<file path="src/rtl/dilithium_host_pkg.sv">
// dilithium_host_pkg
//   Shared types and constants for the Dilithium host byte-stream front end:
//   FSM state encoding, command mode codes and the payload byte-count width.
package dilithium_host_pkg;

    typedef enum logic [2:0] {
        ST_IDLE,
        ST_START,
        ST_PACK,
        ST_FLUSH,
        ST_WAIT_DONE,
        ST_DROP
    } host_state_t;

    localparam logic [1:0] MODE_KEYGEN  = 2'd0;
    localparam logic [1:0] MODE_SIGN    = 2'd1;
    localparam logic [1:0] MODE_VERIFY  = 2'd2;
    localparam logic [1:0] MODE_ILLEGAL = 2'd3;

    localparam int BYTE_CNT_W = 16;

endpackage

</file>
<file path="src/rtl/dilithium_byte_packer.sv">
// dilithium_byte_packer
//   Packs accepted bytes little-endian into W-bit words (first byte in bits
//   [7:0]). Holds the accumulator, the byte index and the output register.
//   A completed word goes straight to the output register when it is free,
//   otherwise it waits in the accumulator and further bytes are refused.
// Ports
//   clk, rst       clock, asynchronous active-low reset
//   i_push         a byte is accepted this cycle
//   i_byte/i_last  byte value and end-of-frame marker (closes and zero-pads)
//   o_ready        packer can take a byte this cycle
//   o_acc_full     a completed word is parked in the accumulator
//   o_m_valid/i_m_ready/o_m_data  output word stream
module dilithium_byte_packer #(
    parameter int W = 64
) (
    input  logic         clk,
    input  logic         rst,
    input  logic         i_push,
    input  logic [7:0]   i_byte,
    input  logic         i_last,
    output logic         o_ready,
    output logic         o_acc_full,
    output logic         o_m_valid,
    input  logic         i_m_ready,
    output logic [W-1:0] o_m_data
);
    localparam int NB = W / 8;
    localparam int IW = $clog2(NB);

    logic [W-1:0]  r_acc;
    logic [W-1:0]  r_out;
    logic [IW-1:0] r_idx;
    logic          r_full;
    logic          r_vld;

    logic          w_out_free;
    logic          w_close;
    logic [W-1:0]  w_word;

    // Output register can be loaded when empty or being drained this cycle.
    assign w_out_free = !r_vld || i_m_ready;
    assign w_close    = i_push && (i_last || (r_idx == IW'(NB - 1)));

    // The accumulator is zeroed after each word, so a short final word is
    // automatically zero-padded above the last byte.
    always_comb begin
        w_word = r_acc;
        w_word[8*r_idx +: 8] = i_byte;
    end

    always_ff @(posedge clk or negedge rst) begin
        if (!rst) begin
            r_acc  <= '0;
            r_out  <= '0;
            r_idx  <= '0;
            r_full <= 1'b0;
            r_vld  <= 1'b0;
        end else begin
            if (r_vld && i_m_ready)
                r_vld <= 1'b0;
            // A parked word implies r_vld, so no byte can be pushed here.
            if (r_full && w_out_free) begin
                r_out  <= r_acc;
                r_vld  <= 1'b1;
                r_acc  <= '0;
                r_full <= 1'b0;
            end else if (i_push) begin
                if (w_close) begin
                    r_idx <= '0;
                    if (w_out_free) begin
                        r_out <= w_word;
                        r_vld <= 1'b1;
                        r_acc <= '0;
                    end else begin
                        r_acc  <= w_word;
                        r_full <= 1'b1;
                    end
                end else begin
                    r_acc <= w_word;
                    r_idx <= r_idx + IW'(1);
                end
            end
        end
    end

    assign o_ready    = !(r_full && r_vld);
    assign o_acc_full = r_full;
    assign o_m_valid  = r_vld;
    assign o_m_data   = r_out;

endmodule

</file>
<file path="src/rtl/dilithium_host_if.sv">
// dilithium_host_if
//   Host byte-stream front end for a Dilithium core. The first byte of a frame
//   is the command (bits[1:0] = mode); remaining bytes are packed into W-bit
//   words for the core. Illegal mode 3 sets a sticky err and drops the frame.
// Ports
//   clk, rst                          clock, asynchronous active-low reset
//   s_valid/s_ready/s_data/s_last     host byte stream
//   core_start/core_mode/core_done    core control
//   m_valid/m_ready/m_data            packed payload words
//   busy, err                         frame in progress, sticky illegal flag
//   byte_cnt                          payload bytes in current frame
//                                     (only with HOST_IF_BYTE_COUNT_EN)
module dilithium_host_if
    import dilithium_host_pkg::*;
#(
    parameter int W = 64
) (
    input  logic                  clk,
    input  logic                  rst,
    input  logic                  s_valid,
    output logic                  s_ready,
    input  logic [7:0]            s_data,
    input  logic                  s_last,
    output logic                  core_start,
    output logic [1:0]            core_mode,
    input  logic                  core_done,
    output logic                  m_valid,
    input  logic                  m_ready,
    output logic [W-1:0]          m_data,
    output logic                  busy,
`ifdef HOST_IF_BYTE_COUNT_EN
    output logic [BYTE_CNT_W-1:0] byte_cnt,
`endif
    output logic                  err
);
    host_state_t r_state;
    logic        r_core_start;
    logic [1:0]  r_core_mode;
    logic        r_err;
    logic        r_empty;

    logic        w_accept;
    logic        w_push;
    logic        w_cmd_go;
    logic        w_pk_ready;
    logic        w_acc_full;

    assign w_accept = s_valid && s_ready;
    assign w_push   = w_accept && (r_state == ST_PACK);
    assign w_cmd_go = w_accept && (r_state == ST_IDLE) && (s_data[1:0] != MODE_ILLEGAL);

    always_comb begin
        s_ready = 1'b0;
        case (r_state)
            ST_IDLE, ST_DROP: s_ready = 1'b1;
            ST_PACK:          s_ready = w_pk_ready;
            default:          s_ready = 1'b0;
        endcase
    end

    dilithium_byte_packer #(.W(W)) u_packer (
        .clk        (clk),
        .rst        (rst),
        .i_push     (w_push),
        .i_byte     (s_data),
        .i_last     (s_last),
        .o_ready    (w_pk_ready),
        .o_acc_full (w_acc_full),
        .o_m_valid  (m_valid),
        .i_m_ready  (m_ready),
        .o_m_data   (m_data)
    );

    always_ff @(posedge clk or negedge rst) begin
        if (!rst) begin
            r_state      <= ST_IDLE;
            r_core_start <= 1'b0;
            r_core_mode  <= MODE_KEYGEN;
            r_err        <= 1'b0;
            r_empty      <= 1'b0;
        end else begin
            r_core_start <= 1'b0;
            case (r_state)
                ST_IDLE: begin
                    if (w_cmd_go) begin
                        r_core_mode  <= s_data[1:0];
                        r_empty      <= s_last;
                        r_core_start <= 1'b1;   // high for the START cycle only
                        r_state      <= ST_START;
                    end else if (w_accept) begin
                        r_err <= 1'b1;
                        if (!s_last)
                            r_state <= ST_DROP;
                    end
                end
                ST_START:
                    r_state <= r_empty ? ST_WAIT_DONE : ST_PACK;
                ST_PACK:
                    if (w_push && s_last)
                        r_state <= ST_FLUSH;
                // The last word may still be parked behind an earlier one.
                ST_FLUSH:
                    if (m_valid && m_ready && !w_acc_full)
                        r_state <= ST_WAIT_DONE;
                ST_WAIT_DONE:
                    if (core_done)
                        r_state <= ST_IDLE;
                ST_DROP:
                    if (w_accept && s_last)
                        r_state <= ST_IDLE;
                default:
                    r_state <= ST_IDLE;
            endcase
        end
    end

    assign core_start = r_core_start;
    assign core_mode  = r_core_mode;
    assign err        = r_err;
    assign busy       = (r_state != ST_IDLE);

`ifdef HOST_IF_BYTE_COUNT_EN
    logic [BYTE_CNT_W-1:0] r_byte_cnt;

    always_ff @(posedge clk or negedge rst) begin
        if (!rst)
            r_byte_cnt <= '0;
        else if (w_cmd_go)
            r_byte_cnt <= '0;
        else if (w_push && (r_byte_cnt != '1))
            r_byte_cnt <= r_byte_cnt + BYTE_CNT_W'(1);
    end

    assign byte_cnt = r_byte_cnt;
`endif

endmodule
</file>
<file path="config.mk">
export PLATFORM = sky130hd
export DESIGN_NAME = dilithium_host_if
export DESIGN_NICKNAME = d
export VERILOG_FILES = /design/src/rtl/dilithium_host_pkg.sv /design/src/rtl/dilithium_byte_packer.sv /design/src/rtl/dilithium_host_if.sv
export SDC_FILE = /design/constraint.sdc
export NUM_CORES = 1
export LEC_CHECK = 0
export ABC_AREA = 1
export CELL_PAD_IN_SITES_DETAIL_PLACEMENT = 0
export CELL_PAD_IN_SITES_GLOBAL_PLACEMENT = 1
export CORE_UTILIZATION = 35
export DETAILED_ROUTE_END_ITERATION = 16
export GPL_TIMING_DRIVEN = 0
export PLACE_DENSITY_LB_ADDON = 0.1
export SETUP_SLACK_MARGIN = 0.1
export SLEW_MARGIN = 20
export SYNTH_ARGS = -nofsm -noshare
export SYNTH_HDL_FRONTEND = slang
export SYNTH_SLANG_ARGS = --single-unit
export TNS_END_PERCENT = 1
</file>
<file path="constraint.sdc">
create_clock -name clk -period 2.24 [get_ports clk]
set_input_delay 0.448 -clock clk [delete_from_list [all_inputs] [get_ports clk]]
set_output_delay 0.448 -clock clk [all_outputs]
set_load 0.02 [all_outputs]
</file>
# After elaboration in Yosys (flattened, before gate mapping)
# Cells that the tools add are included.
# op_classes
n_div	0
shifts	2
n_addsub	2
magnitude_cmp	0
mux	31
n_eq_ne	14
bitwise_logic	2
mul	0
reduce_logical	28
# op_table
op	count
64-bit 2-to-1 mux	8
64-bit bitwise mux	1
8-bit by 34-bit variable shift with 64-bit output (first input constant)	1
8-bit by 34-bit variable part select with 64-bit output	1
6-bit negator with 34-bit output	1
3-bit 2-to-1 mux	9
3-bit case mux with 6 select lines	1
1-bit logical AND	11
1-bit 2-to-1 mux	11
2-bit inequality test (second input constant)	5
3-bit == test (second input constant)	3
3-bit AND reduction	3
3-bit by 2-bit == test with 1-bit output (second input constant)	2
3-bit inequality test (second input constant)	2
6-bit AND reduction	1
2-bit nonzero test	3
2-bit AND reduction	2
3-bit by 1-bit adder with 3-bit output (second input constant)	1
3-bit by 1-bit == test with 1-bit output (second input constant)	1
1-bit zero test	3
3-bit zero test	1
3-bit nonzero test	1
1-bit logical OR	2
2-bit by 1-bit inequality test with 1-bit output (second input constant)	1
3 further kinds	4
# totals
memories	0
input_bits	14
latchBits	0
register_bits	141
wordCells	89
mem_bits_rw	0
rom_bits	0
output_inout_bits	71

# Depth between registers and ports, before layout
# Gate-level depths: netlist of the first run.
# depth
word_depth	9
ltp_mapped	13
depth_no_buf	12

# Cells and area by module
# Synthesis of the first run repeated with hierarchy kept, for this count alone.
# hier_totals
cells_unflattened	924
area_unflattened_um2	7239.4
# by_module_without_submodules
module	instances	seq_area_each_um2	cells_each	area_each_um2
dilithium_byte_packer	1	3328.2	868	6772.7
dilithium_host_if	1	200.2	56	466.7

# Worst setup path before layout of the first run
# Ideal clock, no wire load.
# synth_timing
kind	reg2reg
startpoint	reg u_packer.r_idx[0]
endpoint	reg u_packer.r_out[2], in the netlist u_packer.o_m_data[2]
arrival_time_ps	2298
required_ps	2174
n_path_buf	2
period_less_slack_ps	2364
path_slack_ps	-124
stages_incl_launch_ff	13
cell_sequence	dfrtp_1 buf_2 clkinv_1 ha_1 ha_1 clkbuf_1 nor3_2 nand2_1 nand2_1 nand3_1 o21ai_1 nand3_1 nand2_1
# synth_via
elab_chain_cells	7
elab_cells_between_ends	13
cone_classes	add/sub (1); eq/ne (1); shift (2); mux (5); reduce/logical (4)
# synth_rtl
item	line	source
start: declaration	dilithium_byte_packer.sv:32	logic [IW-1:0] r_idx;
start signal: assignment	dilithium_byte_packer.sv:80	r_idx <= r_idx + IW'(1);
6-bit negator with 34-bit output	dilithium_byte_packer.sv:48	w_word[8*r_idx +: 8] = i_byte;
8-bit by 34-bit variable part select with 64-bit output / 8-bit by 34-bit variable shift with 64-bit output (equally long branches)	dilithium_byte_packer.sv:48	
64-bit bitwise mux	dilithium_byte_packer.sv:48	
64-bit 2-to-1 mux	dilithium_byte_packer.sv:70	if (w_out_free) begin
64-bit 2-to-1 mux	dilithium_byte_packer.sv:68	if (w_close) begin
64-bit 2-to-1 mux	dilithium_byte_packer.sv:67	end else if (i_push) begin
64-bit 2-to-1 mux	dilithium_byte_packer.sv:62	if (r_full && w_out_free) begin
end signal: assignment	dilithium_byte_packer.sv:63	r_out <= r_acc;
end signal: assignment	dilithium_byte_packer.sv:71	r_out <= w_word;
end: declaration	dilithium_byte_packer.sv:31	logic [W-1:0] r_out;
# Several ways; a longest one is shown, not always the timed one. The select of a mux whose other input is x is not followed.
# A chain may end at the register's enable or synchronous reset.

# Worst setup path after layout of the first run
# layout_timing
startpoint	reg r_state[2]
endpoint	reg u_packer.r_acc[48]
# layout_via
elab_chain_cells	9
elab_cells_between_ends	12
cone_classes	eq/ne (2); mux (4); reduce/logical (6)
# layout_rtl
item	line	source
start: declaration	dilithium_host_if.sv:36	host_state_t r_state;
start signal: assignment	dilithium_host_if.sv:97	r_state <= r_empty ? ST_WAIT_DONE : ST_PACK;
3-bit == test / 3-bit zero test (equally long branches)	dilithium_host_if.sv:54	case (r_state)
2-bit OR reduction	dilithium_host_if.sv:54	
1-bit case mux with 2 select lines	dilithium_host_if.sv:54	
1-bit logical AND	dilithium_host_if.sv:48	assign w_accept = s_valid && s_ready;
1-bit logical AND (*)	dilithium_host_if.sv:49	assign w_push = w_accept && (r_state == ST_PACK);
1-bit logical AND	dilithium_byte_packer.sv:42	assign w_close = i_push && (i_last || (r_idx == IW'(NB - 1)));
64-bit 2-to-1 mux	dilithium_byte_packer.sv:68	
64-bit 2-to-1 mux	dilithium_byte_packer.sv:67	
64-bit 2-to-1 mux	dilithium_byte_packer.sv:62	
end signal: assignment	dilithium_byte_packer.sv:75	r_acc <= w_word;
end signal: assignment	dilithium_byte_packer.sv:79	r_acc <= w_word;
end: declaration	dilithium_byte_packer.sv:30	logic [W-1:0] r_acc;
# Mark *: on every way between the ends. The rest lies on a longest branch, timed or not. The select of a mux whose other input is x is not followed.

==> results of run 1 <==
==> metal layers <==
layer / track usage / vias up / wire [µm]
met1: 0.308 / 3626 / 12200
met2: 0.368 / 181 / 11900
met5: 0 / - / 0
li1: - / 3949 / -
met4: 0.0693 / 0 / 360
met3: 0.0343 / 21 / 1170
==> cells in the mapped netlist (6+ instances only) <==
library cell / number
sky130_fd_sc_hd__nand2_1: 429
sky130_fd_sc_hd__nand3_1: 242
sky130_fd_sc_hd__dfrtp_1: 141
sky130_fd_sc_hd__inv_1: 113
sky130_fd_sc_hd__nor2_1: 53
sky130_fd_sc_hd__o21ai_0: 43
sky130_fd_sc_hd__clkbuf_1: 36
sky130_fd_sc_hd__nand4_1: 30
sky130_fd_sc_hd__buf_2: 21
sky130_fd_sc_hd__o21ai_1: 15
sky130_fd_sc_hd__buf_1: 11
sky130_fd_sc_hd__buf_4: 6
sky130_fd_sc_hd__nor2_2: 6
==> state kept, by name (all words and copies together) (netlist names) <==
| signal | cells |
|---|---|
| core_mode | 2 |
| u_packer.o_acc_full | 1 |
| u_packer.r_idx | 3 |
| r_empty | 1 |
| r_state | 3 |
| u_packer.o_m_valid | 1 |
| u_packer.r_acc | 64 |
| core_start | 1 |
| u_packer.o_m_data | 64 |
| err | 1 |
==> cell type report <==
cell class / count / area share
tap: 280 / 0.0341
clock inverter: 9 / 0.0151
timing repair buffer: 94 / 0.0937
clock buffer: 23 / 0.0485
buffer: 74 / 0.0401
sequential: 141 / 0.343
multi-input combinational: 831 / 0.381
inverter: 117 / 0.0440
==> what timing repair did <==
action / CTS / global route
pin swaps: 2 / 13
setup buffers: 4 / 4
hold buffers: 1 / 0
gates resized for setup: 39 / 92
gates cloned: 0 / 0
endpoints found under the hold margin: 6 / 0
endpoints found under the setup margin: 130 / 129
==> power by group <==
part	switching (µW)	internal (µW)
registers	388	3120
logic	3720	1890
clock network	1130	2020
==> kinds of logic (layout without fill, tap and decap cells) <==
logic type	Yosys count	in the layout	synth area share
flops	141	141	0.443
fa+ha+maj	5	5	0.00785
buf+inv	191	317	0.0961
compound gates	62	62	0.0410
simple gates	764	764	0.412
==> placed cells by master (no fill, tap or decap), types with 2 or more instances in the layout <==
| cell | Yosys | routed |
|---|---|---|
| sky130_fd_sc_hd__nand2_4 | 0 | 5 |
| sky130_fd_sc_hd__ha_4 | 0 | 3 |
| sky130_fd_sc_hd__nand2_1 | 429 | 420 |
| sky130_fd_sc_hd__inv_2 | 2 | 3 |
| sky130_fd_sc_hd__dfrtp_1 | 141 | 141 |
| sky130_fd_sc_hd__buf_4 | 6 | 14 |
| sky130_fd_sc_hd__clkbuf_16 | 0 | 17 |
| sky130_fd_sc_hd__inv_4 | 0 | 2 |
| sky130_fd_sc_hd__nor2_1 | 53 | 47 |
| sky130_fd_sc_hd__nand2_2 | 1 | 5 |
| sky130_fd_sc_hd__nand4_1 | 30 | 30 |
| sky130_fd_sc_hd__buf_1 | 11 | 7 |
| sky130_fd_sc_hd__clkbuf_1 | 36 | 9 |
| sky130_fd_sc_hd__buf_6 | 0 | 5 |
| sky130_fd_sc_hd__nor2_4 | 0 | 10 |
| sky130_fd_sc_hd__nand3_2 | 2 | 12 |
| sky130_fd_sc_hd__o21ai_0 | 43 | 36 |
| sky130_fd_sc_hd__clkinv_2 | 0 | 2 |
| sky130_fd_sc_hd__clkdlybuf4s50_1 | 0 | 81 |
| sky130_fd_sc_hd__nand3_1 | 242 | 229 |
| sky130_fd_sc_hd__clkbuf_4 | 0 | 4 |
| sky130_fd_sc_hd__nand3_4 | 0 | 3 |
| sky130_fd_sc_hd__clkbuf_2 | 0 | 26 |
| sky130_fd_sc_hd__buf_2 | 21 | 16 |
| sky130_fd_sc_hd__ha_1 | 5 | 2 |
| sky130_fd_sc_hd__nor2_2 | 6 | 2 |
| sky130_fd_sc_hd__o21ai_1 | 15 | 22 |
| sky130_fd_sc_hd__bufinv_16 | 0 | 4 |
| sky130_fd_sc_hd__clkbuf_8 | 0 | 6 |
| sky130_fd_sc_hd__inv_1 | 113 | 110 |
==> worst max path at each step <==
stage | cells after the start | slack (ns) | end
floorplan | 12 | 0.07 | u_packer.r_acc[22]$_DFFE_PN0P_
global placement | 1 | -5.46 | u_packer.o_m_data[50]$_DFFE_PN0P_
detailed placement | 10 | -0.62 | u_packer.o_m_data[62]$_DFFE_PN0P_
CTS | 12 | -0.06 | u_packer.o_m_data[0]$_DFFE_PN0P_
global route | 9 | -0.02 | u_packer.r_acc[51]$_DFFE_PN0P_
finish | 9 | 0.15 | u_packer.r_acc[48]$_DFFE_PN0P_
==> worst min-delay path, stage by stage, from the launching register on <==
cell and delay (ns):
sky130_fd_sc_hd__dfrtp_1 0.34, sky130_fd_sc_hd__nand2_1 0.05, sky130_fd_sc_hd__o21ai_0 0.06
==> metrics by stage <==
stage	std cells	setup slack (ns)	TNS, ns
final	1569	0.149	0
after global routing	1569	-0.0210	-0.111
after CTS	1565	-0.0552	-0.786
after detailed placement	1528	-0.615	-54.88
after global placement	1527	-5.46	-823.33
after floorplan	1163	0.0725	0
==> impl_metrics.json, run 1 <==
{
  "synth_top_cells_by_area": "sky130_fd_sc_hd__dfrtp_1, sky130_fd_sc_hd__nand2_1, sky130_fd_sc_hd__nand3_1, sky130_fd_sc_hd__inv_1, sky130_fd_sc_hd__o21ai_0",
  "rsz0062_at_grt": "yes",
  "period_minus_slack_ns": 2.09,
  "critical-path-max-stage-delay_ns": 0.44,
  "row_count": 54,
  "vdd_ir_drop_max_uv": 635,
  "finalClockSkew_ns": 0.00775,
  "reg2reg_setup_slack_ns": 0.15,
  "syn_nets": 1182,
  "max_freq_mhz": 478,
  "synth_async_sr_flop_share": 1.00,
  "startpoint_type": "register",
  "crit_family": "simple AND/OR/NAND/NOR gates",
  "critical_path.startpoint": "r_state[2]$_DFFE_PN0P_",
  "via_count_of_the_first_global_routing_pass": 7510,
  "max_slew.worst_pin.slew_ns": 0.679,
  "cts-root-to-sink-buffers": 2,
  "synth.lib_cells_used.distinct": 23,
  "end_of_the_worst_register_to_register_path": "u_packer.r_acc[48]$_DFFE_PN0P_",
  "globalRouteOverflowTotal": 0,
  "grt_antenna_before_repair": 0,
  "syn_inst": 1163,
  "dieWidth_um": 153,
  "drc_violation_count_after_routing": 0,
  "final_nets": 1295,
  "postSynthAreaPerCell_um2": 6.85,
  "cts-root-buf": "sky130_fd_sc_hd__clkbuf_16",
  "path_buf_inv": 3,
  "worstHoldPathType": "reg2reg",
  "holdWs_ns": 0.486,
  "routabilityCongestion": 0.775,
  "syn_to_layout_area_delta_pct": 29.0,
  "yosysTopAreaCellShare": 0.443,
  "yosysSeqAreaShare": 0.443,
  "required_ns": 2.60,
  "critPathCaptureType": "register",
  "yosys_register_bits": 141,
  "min_period_over_period": 0.933,
  "tritoncts_sinks": 141,
  "hp-start": "core_mode[1]$_DFFE_PN0P_",
  "setup_violations": 0,
  "placement.io_buffers": 84,
  "clock_tree_from_tritoncts": "yes",
  "slew-limit-headroom": 0.547,
  "cts-buffers-inserted": 17,
  "detailed_placement_wirelength_estimate_um": 17500,
  "insertedDiodeCount": 0,
  "synth.cell_area_um2": 7970,
  "grt_usage": 0.226,
  "cp_cell_sequence": "nor2_4, inv_2, nor2_1, nand3_1, nand2_1, buf_2, clkbuf_1, nand3_1, nand2_1",
  "worst-r2r-cell-count": 9,
  "hold_path_depth": 2,
  "stdcell_area_um2": 10300,
  "yosys_warnings": 0,
  "via_count": 7777,
  "cts_htree_levels": 4,
  "timing_max_transition_violations_final": 0,
  "yosys.area.top_type": "sky130_fd_sc_hd__dfrtp_1",
  "wire_length_of_the_first_global_routing_pass_um": 40900,
  "worst-setup-path-type": "reg2reg",
  "core_area_um2": 22100,
  "fill_cells": 2283,
  "worstSkewPairLatency_ns": 0.42,
  "report.power.total_uw": 12300,
  "synth-edff-count": 0,
  "initial_utilization": 0.361,
  "layout-drive-gt1-share": 0.115,
  "boundaryPins": 85,
  "dp_area_um2": 9210,
  "min_delay_worst_endpoint": "core_mode[1]$_DFFE_PN0P_",
  "ys_dominant_reg_cell": "sky130_fd_sc_hd__dfrtp_1",
  "antenna_left": 0,
  "cap_viol_max_count": 0,
  "run_status": "complete, no violations",
  "detail_route.wl_per_cell_um": 16.3,
  "die_height_um": 153,
  "pwr_density_cell_nw_per_um2": 1190,
  "drtPass1Iterations": 5,
  "hold_violations": 0,
  "utilization": 0.465,
  "drt-total-wl_um": 25600,
  "timing.rr.start": "r_state[2]$_DFFE_PN0P_",
  "routed_via_density": 4.96,
  "detailedRoute.firstIterationViolations": 489,
  "crit_fanout": 10,
  "dieArea_um2": 23400,
  "critPathArrivalTime_ns": 2.45,
  "multi_input_area_um2": 3920,
  "worst_setup_hold_path_clk_slew_ns": 0.06,
  "critical-path-slowest-cell": "sky130_fd_sc_hd__dfrtp_1",
  "area.sequential_um2": 3530,
  "maximum_number_of_pins_on_one_net_before_global_route_repair": 76,
  "cellLeakagePower_uw": 0.00556
}
Power figures use the tool's default switching activity.
==> run 2: changes to the inputs <==
Settings changed: SLEW_MARGIN 20 to 5.
==> results of run 2 <==
No change in the layout: final DEF, timing and power equal those of run 1.
==> run 3: changes to the inputs <==
Settings changed: CAP_MARGIN set to 20, CORE_UTILIZATION 35 to 37.
==> impl_metrics.json, run 3 (synthesis results as in run 1) <==
{
  "run_status": "finished with violations",
  "failed_checks": "negative hold slack",
  "finalWorstSetupSlack_ns": 0.169,
  "rsz0062_at_grt": "yes",
  "worstHoldPathType": "in2async",
  "critPathArrivalTime_ns": 1.62,
  "final-instance-count-excl-fill": 1567,
  "drt-total-wl_um": 25400,
  "end_of_the_worst_register_to_register_path": "u_packer.r_acc[4]$_DFFE_PN0P_",
  "switching_share": 0.439,
  "pwr_density_cell_nw_per_um2": 1190,
  "tritoncts_sinks": 141,
  "clock_tree_from_tritoncts": "yes",
  "antenna_left": 0,
  "via_count_of_the_first_global_routing_pass": 7476,
  "timing.rr.start": "u_packer.r_idx[0]$_DFFE_PN0P_",
  "cap_viol_max_count": 0,
  "dieArea_um2": 22100,
  "routed_via_density": 5.03,
  "boundaryPins": 85,
  "period_minus_slack_ns": 2.07,
  "final_nets": 1300,
  "detailedRoute.firstIterationViolations": 471,
  "dieWidth_um": 149,
  "detail_route.wl_per_cell_um": 16.2,
  "net-switching-power_uw": 5340,
  "mostFrequentLayoutCell": "sky130_fd_sc_hd__nand2_1",
  "pre_cts_ws_ns": -0.595,
  "die_height_um": 149,
  "row_count": 53,
  "intPower_uw": 6830,
  "worst-setup-path-type": "reg2out",
  "comb_power_share": 0.479,
  "cellLeakagePower_uw": 0.00555,
  "syn_to_layout_area_delta_pct": 28.9,
  "startpoint_type": "register",
  "slew-limit-headroom": 0.574,
  "core_area_um2": 21100,
  "worst_setup_hold_path_clk_slew_ns": 0.06,
  "utilization": 0.487,
  "critPathCaptureType": "output port",
  "clock_power_share": 0.233,
  "detailed_placement_wirelength_estimate_um": 17200,
  "drc_violation_count_after_routing": 0,
  "maximum_number_of_pins_on_one_net_before_global_route_repair": 72,
  "drtPass1Iterations": 5,
  "via_count": 7885,
  "setup_total_negative_slack_ns": 0,
  "worst-r2r-cell-count": 13,
  "grt_met3_use": 0.0359,
  "holdWs_ns": -0.0272,
  "initial_utilization": 0.378,
  "insertedDiodeCount": 0,
  "worstSkewPairLatency_ns": 0.43,
  "vdd_ir_drop_max_uv": 571,
  "timing_max_transition_violations_final": 0,
  "max_freq_mhz": 483,
  "reg2reg_setup_slack_ns": 0.17,
  "global_route_met1_usage": 0.342,
  "cts_htree_levels": 4,
  "placement.io_buffers": 84,
  "routabilityCongestion": 0.796,
  "fill_cells": 2190,
  "min_period_over_period": 0.925,
  "use_met2": 0.380,
  "finalClockSkew_ns": 0.0110,
  "max_slew.worst_pin.slew_ns": 0.639,
  "area.sequential_um2": 3530,
  "seqPwrFrac": 0.288,
  "cts-buffers-inserted": 17,
  "hold_violations": 20,
  "grt_usage": 0.240,
  "gr-max-usage-layer": "met2",
  "crit_fanout": 7,
  "placed_cells": 1523,
  "required_ns": 1.79,
  "layout-drive-gt1-share": 0.118,
  "wire_length_of_the_first_global_routing_pass_um": 40600,
  "most-common-layout-cells": "sky130_fd_sc_hd__nand2_1, sky130_fd_sc_hd__nand3_1, sky130_fd_sc_hd__dfrtp_1",
  "multi_input_area_um2": 3930,
  "cts-root-buf": "sky130_fd_sc_hd__clkbuf_16",
  "globalRouteOverflowTotal": 0,
  "setup_violations": 0,
  "grt_antenna_before_repair": 0,
  "cts-root-to-sink-buffers": 2
}
## run 3: cell count changes in the layout (fill, tap and decap cells not counted), sizes merged
| cell | delta |
|---|---|
| buf | +8 |
| clkbuf | -5 |
| clkinv | +3 |
| bufinv | -2 |
| clkdlybuf4s15 | -1 |
| clkinvlp | +1 |
| dlygate4sd2 | +1 |
| dlygate4sd3 | -1 |
| inv | -1 |
## run 3: cell type report
type / instances / area share
Buffer: 74 / 0.0402
Tap cell: 275 / 0.0335
Timing Repair Buffer: 99 / 0.0992
Inverter: 117 / 0.0447
Multi-Input combinational cell: 831 / 0.383
Sequential cell: 141 / 0.344
Clock buffer: 20 / 0.0445
Clock inverter: 10 / 0.0113
## run 3: metrics by stage
stage                     hold WS (ns)  total power [µW]  instance area, µm²
after floorplan                  0.152              7020                7990
after global placement           0.479              8400                9170
after detailed placement         0.469              8420                9210
after CTS                       0.0112             11600                9930
after global routing            0.0238             13100               10300
final                          -0.0272             12200               10300
## run 3: what timing repair did
item / CTS / global route
gates cloned: 0 / 1
resized for setup: 47 / 87
setup buffers: 3 / 10
endpoints found under the setup margin: 130 / 129
hold buffers: 0 / 0
pin swaps: 5 / 13
## run 3: how the worst max path moves through the flow
stage	to	startpoint	cells after the start	slack, ns
after detailed placement	u_packer.o_m_data[62]$_DFFE_PN0P_	m_ready	10	-0.60
final	s_ready	r_state[1]$_DFFE_PN0P_	4	0.17
after floorplan	u_packer.r_acc[22]$_DFFE_PN0P_	u_packer.r_idx[0]$_DFFE_PN0P_	12	0.07
after global routing	u_packer.r_acc[1]$_DFFE_PN0P_	u_packer.r_idx[0]$_DFFE_PN0P_	13	0.07
after global placement	u_packer.o_m_data[45]$_DFFE_PN0P_	rst	1	-5.43
after CTS	u_packer.o_m_data[54]$_DFFE_PN0P_	r_state[1]$_DFFE_PN0P_	9	-0.001
## run 3: power by group through the flow
stage	logic, µW	registers, µW	clock network (µW)
2_1_floorplan	3480	3540	0
3_3_place_gp	4870	3530	0
3_5_place_dp	4890	3530	0
4_1_cts	5200	3500	2890
5_1_grt	6550	3580	3000
6_report	5830	3500	2840
## run 3: routing by layer
| layer | wire length [µm] | up-vias |
|---|---|---|
| met5 | 0 | - |
| met4 | 440 | 0 |
| met3 | 981 | 26 |
| met2 | 11600 | 176 |
| met1 | 12400 | 3726 |
| li1 | - | 3957 |
## run 3: worst max-delay path, stage by stage (launching register included)
cell                            delay, ns
sky130_fd_sc_hd__dfrtp_1             0.44
sky130_fd_sc_hd__inv_2               0.14
sky130_fd_sc_hd__nand3_1             0.14
sky130_fd_sc_hd__nand3_2             0.14
sky130_fd_sc_hd__dlygate4sd2_1       0.34
